--- config.mk ---
export PLATFORM = sky130hd
export DESIGN_NAME = memory_port_bridge_32b
export DESIGN_NICKNAME = d
export VERILOG_FILES = /design/src/rtl/memport_bridge_pkg.sv /design/src/rtl/memport_req_fifo.sv /design/src/rtl/memory_port_bridge_32b.sv
export SDC_FILE = /design/constraint.sdc
export NUM_CORES = 1
export LEC_CHECK = 0
export BUFFER_PORTS_ARGS = -buffer_cell sky130_fd_sc_hd__buf_2
export CAP_MARGIN = 10
export CORE_MARGIN = 5
export CORE_UTILIZATION = 61
export CTS_CLUSTER_DIAMETER = 120
export DETAILED_ROUTE_END_ITERATION = 10
export GPL_ROUTABILITY_DRIVEN = 0
export MAX_ROUTING_LAYER = met4
export PLACE_DENSITY = 0.84
export SLEW_MARGIN = 5
export SYNTH_ARGS = -nofsm -noshare
export SYNTH_HDL_FRONTEND = slang
export SYNTH_HIERARCHICAL = 1
export SYNTH_SLANG_ARGS = --single-unit
--- constraint.sdc ---
create_clock -name clk -period 9.4 [get_ports clk]
set_input_delay 1.41 -clock clk [delete_from_list [all_inputs] [get_ports clk]]
set_output_delay 1.41 -clock clk [all_outputs]
set_load 0.02 [all_outputs]
--- src/rtl/memport_bridge_pkg.sv ---
// Shared definitions for the CGRA memory-port bridge: FSM encoding and
// request-queue entry layout {write_rq, addr, wdata}.
package memport_bridge_pkg;

  typedef enum logic [1:0] {
    ST_IDLE   = 2'd0,
    ST_REQ    = 2'd1,
    ST_WAIT_R = 2'd2
  } state_e;

  localparam int unsigned WE_FIELD_W = 1;

  function automatic int unsigned entry_width(input int unsigned addr_w,
                                              input int unsigned data_w);
    return WE_FIELD_W + addr_w + data_w;
  endfunction

endpackage

--- src/rtl/memport_req_fifo.sv ---
// Request queue for the memory-port bridge: power-of-two depth, wrapping
// pointers, occupancy counter one bit wider than the pointers.
module memport_req_fifo #(
  parameter int unsigned WIDTH = 65,
  parameter int unsigned DEPTH = 4
) (
  input  logic             clk,
  input  logic             rst_n,
  input  logic             push,
  input  logic [WIDTH-1:0] wdata,
  input  logic             pop,
  output logic             full,
  output logic             empty,
  output logic [WIDTH-1:0] head
);

  localparam int unsigned PTR_W = $clog2(DEPTH);
  localparam int unsigned CNT_W = PTR_W + 1;

  logic [WIDTH-1:0] r_mem [DEPTH];
  logic [PTR_W-1:0] r_wptr;
  logic [PTR_W-1:0] r_rptr;
  logic [CNT_W-1:0] r_count;
  logic             w_do_push;
  logic             w_do_pop;

  assign full      = (r_count == CNT_W'(DEPTH));
  assign empty     = (r_count == '0);
  assign head      = r_mem[r_rptr];
  assign w_do_push = push && !full;
  assign w_do_pop  = pop && !empty;

  always_ff @(posedge clk) begin
    if (w_do_push) r_mem[r_wptr] <= wdata;
  end

  // Pointers wrap naturally because DEPTH is a power of two.
  always_ff @(posedge clk or negedge rst_n) begin
    if (!rst_n) begin
      r_wptr  <= '0;
      r_rptr  <= '0;
      r_count <= '0;
    end else begin
      if (w_do_push) r_wptr <= r_wptr + 1'b1;
      if (w_do_pop)  r_rptr <= r_rptr + 1'b1;
      case ({w_do_push, w_do_pop})
        2'b10:   r_count <= r_count + 1'b1;
        2'b01:   r_count <= r_count - 1'b1;
        default: r_count <= r_count;
      endcase
    end
  end

endmodule

--- src/rtl/memory_port_bridge_32b.sv ---
// Bridges a CGRA memory port onto a req/gnt/rvalid backing memory, queueing
// requests and keeping at most one read outstanding.
module memory_port_bridge_32b
  import memport_bridge_pkg::*;
#(
  parameter int unsigned DATA_WIDTH = 32,
  parameter int unsigned ADDR_WIDTH = 32,
  parameter int unsigned FIFO_DEPTH = 4
) (
  input  logic                  clk,
  input  logic                  rst_n,
  input  logic                  port_valid,
  output logic                  port_ready,
  input  logic                  port_write_rq,
  input  logic [ADDR_WIDTH-1:0] port_addr,
  input  logic [DATA_WIDTH-1:0] port_to_mem,
  output logic [DATA_WIDTH-1:0] port_from_mem,
  output logic                  port_rvalid,
  output logic                  mem_req,
  output logic                  mem_we,
  output logic [ADDR_WIDTH-1:0] mem_addr,
  output logic [DATA_WIDTH-1:0] mem_wdata,
  input  logic                  mem_gnt,
  input  logic                  mem_rvalid,
  input  logic [DATA_WIDTH-1:0] mem_rdata
);

  localparam int unsigned ENTRY_W = entry_width(ADDR_WIDTH, DATA_WIDTH);

  state_e                r_state;
  logic                  r_mem_req;
  logic                  r_mem_we;
  logic [ADDR_WIDTH-1:0] r_mem_addr;
  logic [DATA_WIDTH-1:0] r_mem_wdata;
  logic [DATA_WIDTH-1:0] r_port_from_mem;
  logic                  r_port_rvalid;

  logic                  w_push;
  logic                  w_pop;
  logic                  w_full;
  logic                  w_empty;
  logic [ENTRY_W-1:0]    w_wentry;
  logic [ENTRY_W-1:0]    w_head;
  logic [ENTRY_W-1:0]    w_src;

  assign port_ready = !w_full;
  assign w_push     = port_valid && !w_full;
  assign w_pop      = (r_state == ST_REQ) && mem_gnt;
  assign w_wentry   = {port_write_rq, port_addr, port_to_mem};
  // An empty queue means the entry being pushed now becomes the head next cycle.
  assign w_src      = w_empty ? w_wentry : w_head;

  memport_req_fifo #(
    .WIDTH (ENTRY_W),
    .DEPTH (FIFO_DEPTH)
  ) u_fifo (
    .clk   (clk),
    .rst_n (rst_n),
    .push  (w_push),
    .wdata (w_wentry),
    .pop   (w_pop),
    .full  (w_full),
    .empty (w_empty),
    .head  (w_head)
  );

  always_ff @(posedge clk or negedge rst_n) begin
    if (!rst_n) begin
      r_state         <= ST_IDLE;
      r_mem_req       <= 1'b0;
      r_mem_we        <= 1'b0;
      r_mem_addr      <= '0;
      r_mem_wdata     <= '0;
      r_port_from_mem <= '0;
      r_port_rvalid   <= 1'b0;
    end else begin
      r_port_rvalid <= 1'b0;
      case (r_state)
        ST_IDLE: begin
          if (!w_empty || w_push) begin
            r_state     <= ST_REQ;
            r_mem_req   <= 1'b1;
            r_mem_we    <= w_src[ENTRY_W-1];
            r_mem_addr  <= w_src[ENTRY_W-2 -: ADDR_WIDTH];
            r_mem_wdata <= w_src[DATA_WIDTH-1:0];
          end
        end
        ST_REQ: begin
          if (mem_gnt) begin
            r_mem_req <= 1'b0;
            r_state   <= r_mem_we ? ST_IDLE : ST_WAIT_R;
          end
        end
        ST_WAIT_R: begin
          if (mem_rvalid) begin
            r_port_from_mem <= mem_rdata;
            r_port_rvalid   <= 1'b1;
            r_state         <= ST_IDLE;
          end
        end
        default: r_state <= ST_IDLE;
      endcase
    end
  end

  assign mem_req       = r_mem_req;
  assign mem_we        = r_mem_we;
  assign mem_addr      = r_mem_addr;
  assign mem_wdata     = r_mem_wdata;
  assign port_from_mem = r_port_from_mem;
  assign port_rvalid   = r_port_rvalid;

endmodule

======== After elaboration in Yosys (flattened, before gate mapping) ========
Memories as Yosys holds them, arrays and structs flattened.
Index checks and enable logic that the tools add are counted.
cells by class
  $add $sub $neg .......................... 4
  equal/unequal tests ..................... 8
  muxes and demuxes ....................... 14
  reductions and logical operators ........ 15
operator list
  cell                 count
  $mux 65              1
  $mux 2               4
  $mux 1               6
  $ne 2x2->1 const B   3
  $pmux 2 s3           1
  $pmux 3 s2           1
  $reduce_and 3->1     2
  $add 2x1->2 const B  2
  $eq 2x1->1 const B   2
  $eq 2x2->1 const B   2
  $logic_and 1x1->1    4
  $reduce_and 2->1     2
  $reduce_bool 2->1    2
  $add 3x1->3 const B  1
  $eq 3x3->1 const B   1
  $logic_not 3->1      1
  $sub 3x1->3 const B  1
  $logic_not 1->1      2
  $logic_not 2->1      1
  $pmux 1 s2           1
  $logic_or 1x1->1     1
storage, ports and cells
  flip-flop bits (word level) ............. 108
  RAM bits ................................ 260
  input bits .............................. 102
  output and inout port bits .............. 100
  logic and storage cells ................. 52
  memories kept ........................... 1
memory list
  name          words  width  read ports  clocked after memory_dff  wr ports  line                    text
  u_fifo.r_mem  4      65     1           0                         1         memport_req_fifo.sv:20  logic [WIDTH-1:0] r_mem [DEPTH];

======== Logic depth before layout (Yosys ltp) ========
  depth in word-level cells ............... 6
  depth in mapped cells ................... 11
  gate-level depth less buffers ........... 11

======== By module ========
Netlist, hierarchy kept.
modules (own cells, without submodules)
  module                  times used  cells an instance  area an instance (um2)  seq. area each (um2)
  memport_req_fifo        1           378                9,833.2                 7,982.7
  memory_port_bridge_32b  1           295                4,635.7                 2,527.4

======== Worst setup path before layout ========
No wires, ideal clock.
  path kind ............................... input port to flip-flop
  start point ............................. input port port_valid
  end point ............................... memory u_fifo.r_mem[0][0], enable pin
  setup time .............................. 0.430 ns
  data arrival time ....................... 3.296 ns
  data required time ...................... 8.970 ns
  setup slack ............................. 5.674 ns
  stages on the path ...................... 4
  path buffers ............................ 0
  cell sequence ........................... nand2b_4 inv_1 nor2b_2 and2_1
on the way
  word-level cells in the longest chain between the ends .. 4
ends and longest elaborated chain
  item                          line                          text
  start, declared               memory_port_bridge_32b.sv:12  input logic port_valid,
  $logic_and 1x1->1             memory_port_bridge_32b.sv:47  assign w_push = port_valid && !w_full;
  via w_push                    memory_port_bridge_32b.sv:38  logic w_push;
  $logic_and 1x1->1             memport_req_fifo.sv:30        assign w_do_push = push && !full;
  $mux 1                        memport_req_fifo.sv:34        if (w_do_push) r_mem[r_wptr] <= wdata;
  $mux 1 (not written as such)  memport_req_fifo.sv:34
  end, declared                 memport_req_fifo.sv:20
The timed path passes the listed nets, and every way through them passes these cells.

======== Final worst setup path ========
  start point ............................. register u_fifo.r_count[0]
  end point ............................... output port port_ready
on the way
  word-level cells in the longest chain between the ends .. 2
ends and longest elaborated chain
  item                    line                          text
  start, declared         memport_req_fifo.sv:23        logic [CNT_W-1:0] r_count;
  start signal, assigned  memport_req_fifo.sv:47        2'b10: r_count <= r_count + 1'b1;
  start signal, assigned  memport_req_fifo.sv:48        2'b01: r_count <= r_count - 1'b1;
  start signal, assigned  memport_req_fifo.sv:49        default: r_count <= r_count;
  $eq 3x3->1              memport_req_fifo.sv:27        assign full = (r_count == CNT_W'(DEPTH));
  via w_full              memory_port_bridge_32b.sv:40  logic w_full;
  $logic_not 1->1         memory_port_bridge_32b.sv:46  assign port_ready = !w_full;
  end, declared           memory_port_bridge_32b.sv:13  output logic port_ready,
The timed path passes the listed nets, and every way through them passes these cells.

==> flow_summary.ini <==
[drt]
wl_met1_um = 11200
drtIter0Drc = 481
wl_per_cell_um = 22.4
antenna_left = 0
met3WireLength_um = 2010
top_layer = met4
via_per_inst = 5.65
drt-pass1-iter-count = 5
wl_met2_um = 13800
drc = 0
drt_wl_total_um = 27600
num_vias = 6978

[clock_tree]
root_buffer = clkbuf_16
cts_buffer_depth = 3
cts_resized = 0
htreeDepth = 2
cts_tree = built
clk_pin_slew_ns = 0.06
cts_buffers = 36
clock_sinks = 368
hold_buffers = 0
cts_setup_buffers = 0
worstSkewPairLatency_ns = 0.51

[logic_synthesis]
synth_nets = 781
yosysMostFrequentCell = edfxtp_1
synthArstFlopShare_pct = 29.3
synth_top_cell_by_area = edfxtp_1
synth_flop_cell = edfxtp_1
synth_cell_type_count = 30
syn-cell-area_sq_um = 14500
synth_cells = 673
ys_ff_latch = 368
seq_area_frac_synth_pct = 72.6
synth_common_cells = edfxtp_1, mux2_2, dfrtp_1, mux4_2, mux2_4
yosys-top-cells-area = edfxtp_1, dfrtp_1, mux2_2, mux4_2, mux2_4
synth-edff-count = 260
ys_warn_count = 6
syn_avg_cell_area_sq_um = 21.5
synth_top_area_share_pct = 54.0

[global_route]
grt_max_degree = 68
grt_pass1_wl_um = 43400
antenna_found_initial = 2
grt.overflow.total = 0
grt_pass1_vias = 7728
grt_use_total_pct = 21.8

[setup_path]
crit_family = flip-flops
timing.reg2reg.setup_slack_ns = 6.56
path_class = reg -> out
arrival_ns = 1.63
worstSetupPathDepth = 3
critPathLaunchType = register
crit_path_end_kind = output pin
crit_path_top_delay_cell = dfrtp_1
critical_path.reg2reg.startpoint = u_fifo/r_rptr[0]
path_max_fanout = 5
startpoint = u_fifo/r_count[0]
endpoint = port_ready
worstRegToRegCells = 4
r2r_end = mem_wdata[17]
path_buf_inv = 2
cpPeakStageDelay_ns = 0.45
crit_chain = nor3b_1 > inv_1 > buf_2
required_ns = 7.99

[die]
die-area_sq_um = 26900
fp.dieH_um = 164
fp-row-count = 56
die_w_um = 164
start_util_pct = 61.8
io_pins = 202
core_area_sq_um = 23400

[placed_design]
place.detailed.hpwl_um = 16400
port_buffers = 201

[power]
leakage_nw = 6.37
power.density_nw_per_um2 = 356
worst_ir_drop_vdd_mv = 0.253

[timing]
hold_violations = 0
period_needed_ns = 3.04
rsz0062_at_grt = no
finalMaxSlewViolations = 0
max_freq_ghz = 0.329
tns_ns = 0
period_share_pct = 32.4
worst_clock_skew_ns = 0.0163
setup_viol = 0
relSlewSlack_pct = 32.0
timing.hold.ws_ns = 0.500
tightest_slew_ns = 1.02

[job]
drv_cap = 0

[final_layout]
n_fill_cell = 1403
synthToLayoutAreaGrowth_pct = 16.5
drive_gt1_share_pct = 54.4
nets = 993

[outcome]
status = complete, no violations

[worst_hold_path]
hp-class = reg -> reg
routing by layer:
layer | global-route usage [%] | vias to the layer above
met5 | - | -
met4 | 5.30 | 0
met3 | 4.69 | 48
met1 | 29.5 | 3537
li1 | - | 3106
met2 | 34.7 | 287
cell type report:
cell class                 instances  area [sq um]  share of cell area (%)
antenna                            3          7.51                  0.0445
tap                              319           399                    2.37
multi-input combinational        262          3680                    21.8
inverter                          11          41.3                   0.245
sequential                       368         10500                    62.4
timing repair buffer             206          1050                    6.21
clock inverter                    17           145                   0.861
clock buffer                      49          1020                    6.06
cell families after synthesis:
group	share of synthesized area (%)
DFF	72.6
muxes	23.3
buffers and inverters	2.10
and+or+nand+nor	0.666
AOI/OAI and AO/OA	0.337
xor gates and xnor gates	0.363
adders and majority gates	0.571
how the worst min path moves through the flow:
stage | startpoint | to | cells past startpoint | slack [ns]
floorplan | u_fifo/r_count[2] | u_fifo/r_count[2] | 1 | 0.48
CTS | port_from_mem[6] | port_from_mem[6] | 1 | 0.50
detailed placement | port_from_mem[16] | port_from_mem[16] | 1 | 0.49
global placement | port_from_mem[0] | port_from_mem[0] | 1 | 0.48
global route | port_from_mem[6] | port_from_mem[6] | 1 | 0.51
finish | port_from_mem[6] | port_from_mem[6] | 1 | 0.50
placed cells by master (no fill, tap or decap), types with 5 or more instances in the layout:
cell type  instances
inv_1             11
clkinv_1           6
clkbuf_1           7
mux4_2            65
buf_4              6
mux2_4            20
ha_1               5
clkbuf_16         37
dfrtp_1          106
buf_2            200
edfxtp_1         260
mux2_2           143
clkbuf_8           5
through the flow:
| stage | worst slack [ns] | total power [mW] | util, % | cells | cell area, sq um |
|---|---|---|---|---|---|
| after detailed placement | 6.18 | 4.64 | 67.0 | 1166 | 15700 |
| after global placement | 6.22 | 4.57 | 67.0 | 1166 | 15700 |
| after floorplan | 5.67 | 4.11 | - | 673 | 14500 |
| after CTS | 6.32 | 6.07 | 72.0 | 1232 | 16800 |
| after global routing | 6.20 | 6.32 | 72.0 | 1234 | 16900 |
| final | 6.36 | 6.00 | 72.0 | 1235 | 16900 |
registers in the layout (all words and copies together) (netlist names):
signal	flops
mem_addr	32
mem_req	1
mem_wdata	32
mem_we	1
port_from_mem	32
port_rvalid	1
r_state	2
u_fifo/r_count	3
u_fifo/r_mem	260
u_fifo/r_rptr	2
u_fifo/r_wptr	2
where the power goes:
group	total, mW	internal [mW]	switching [mW]
clock network	1.40	0.821	0.582
logic	2.07	1.07	1.00
registers	2.53	2.25	0.283
worst reg2reg max path, delay by kind of cell (launching register included):
| family | cells | cell delay (ns) |
|---|---|---|
| flops | 1 | 0.83 |
| mux | 3 | 1.20 |
| buf+inv | 1 | 0.69 |
Note: power is estimated with default switching activity, not from simulation.
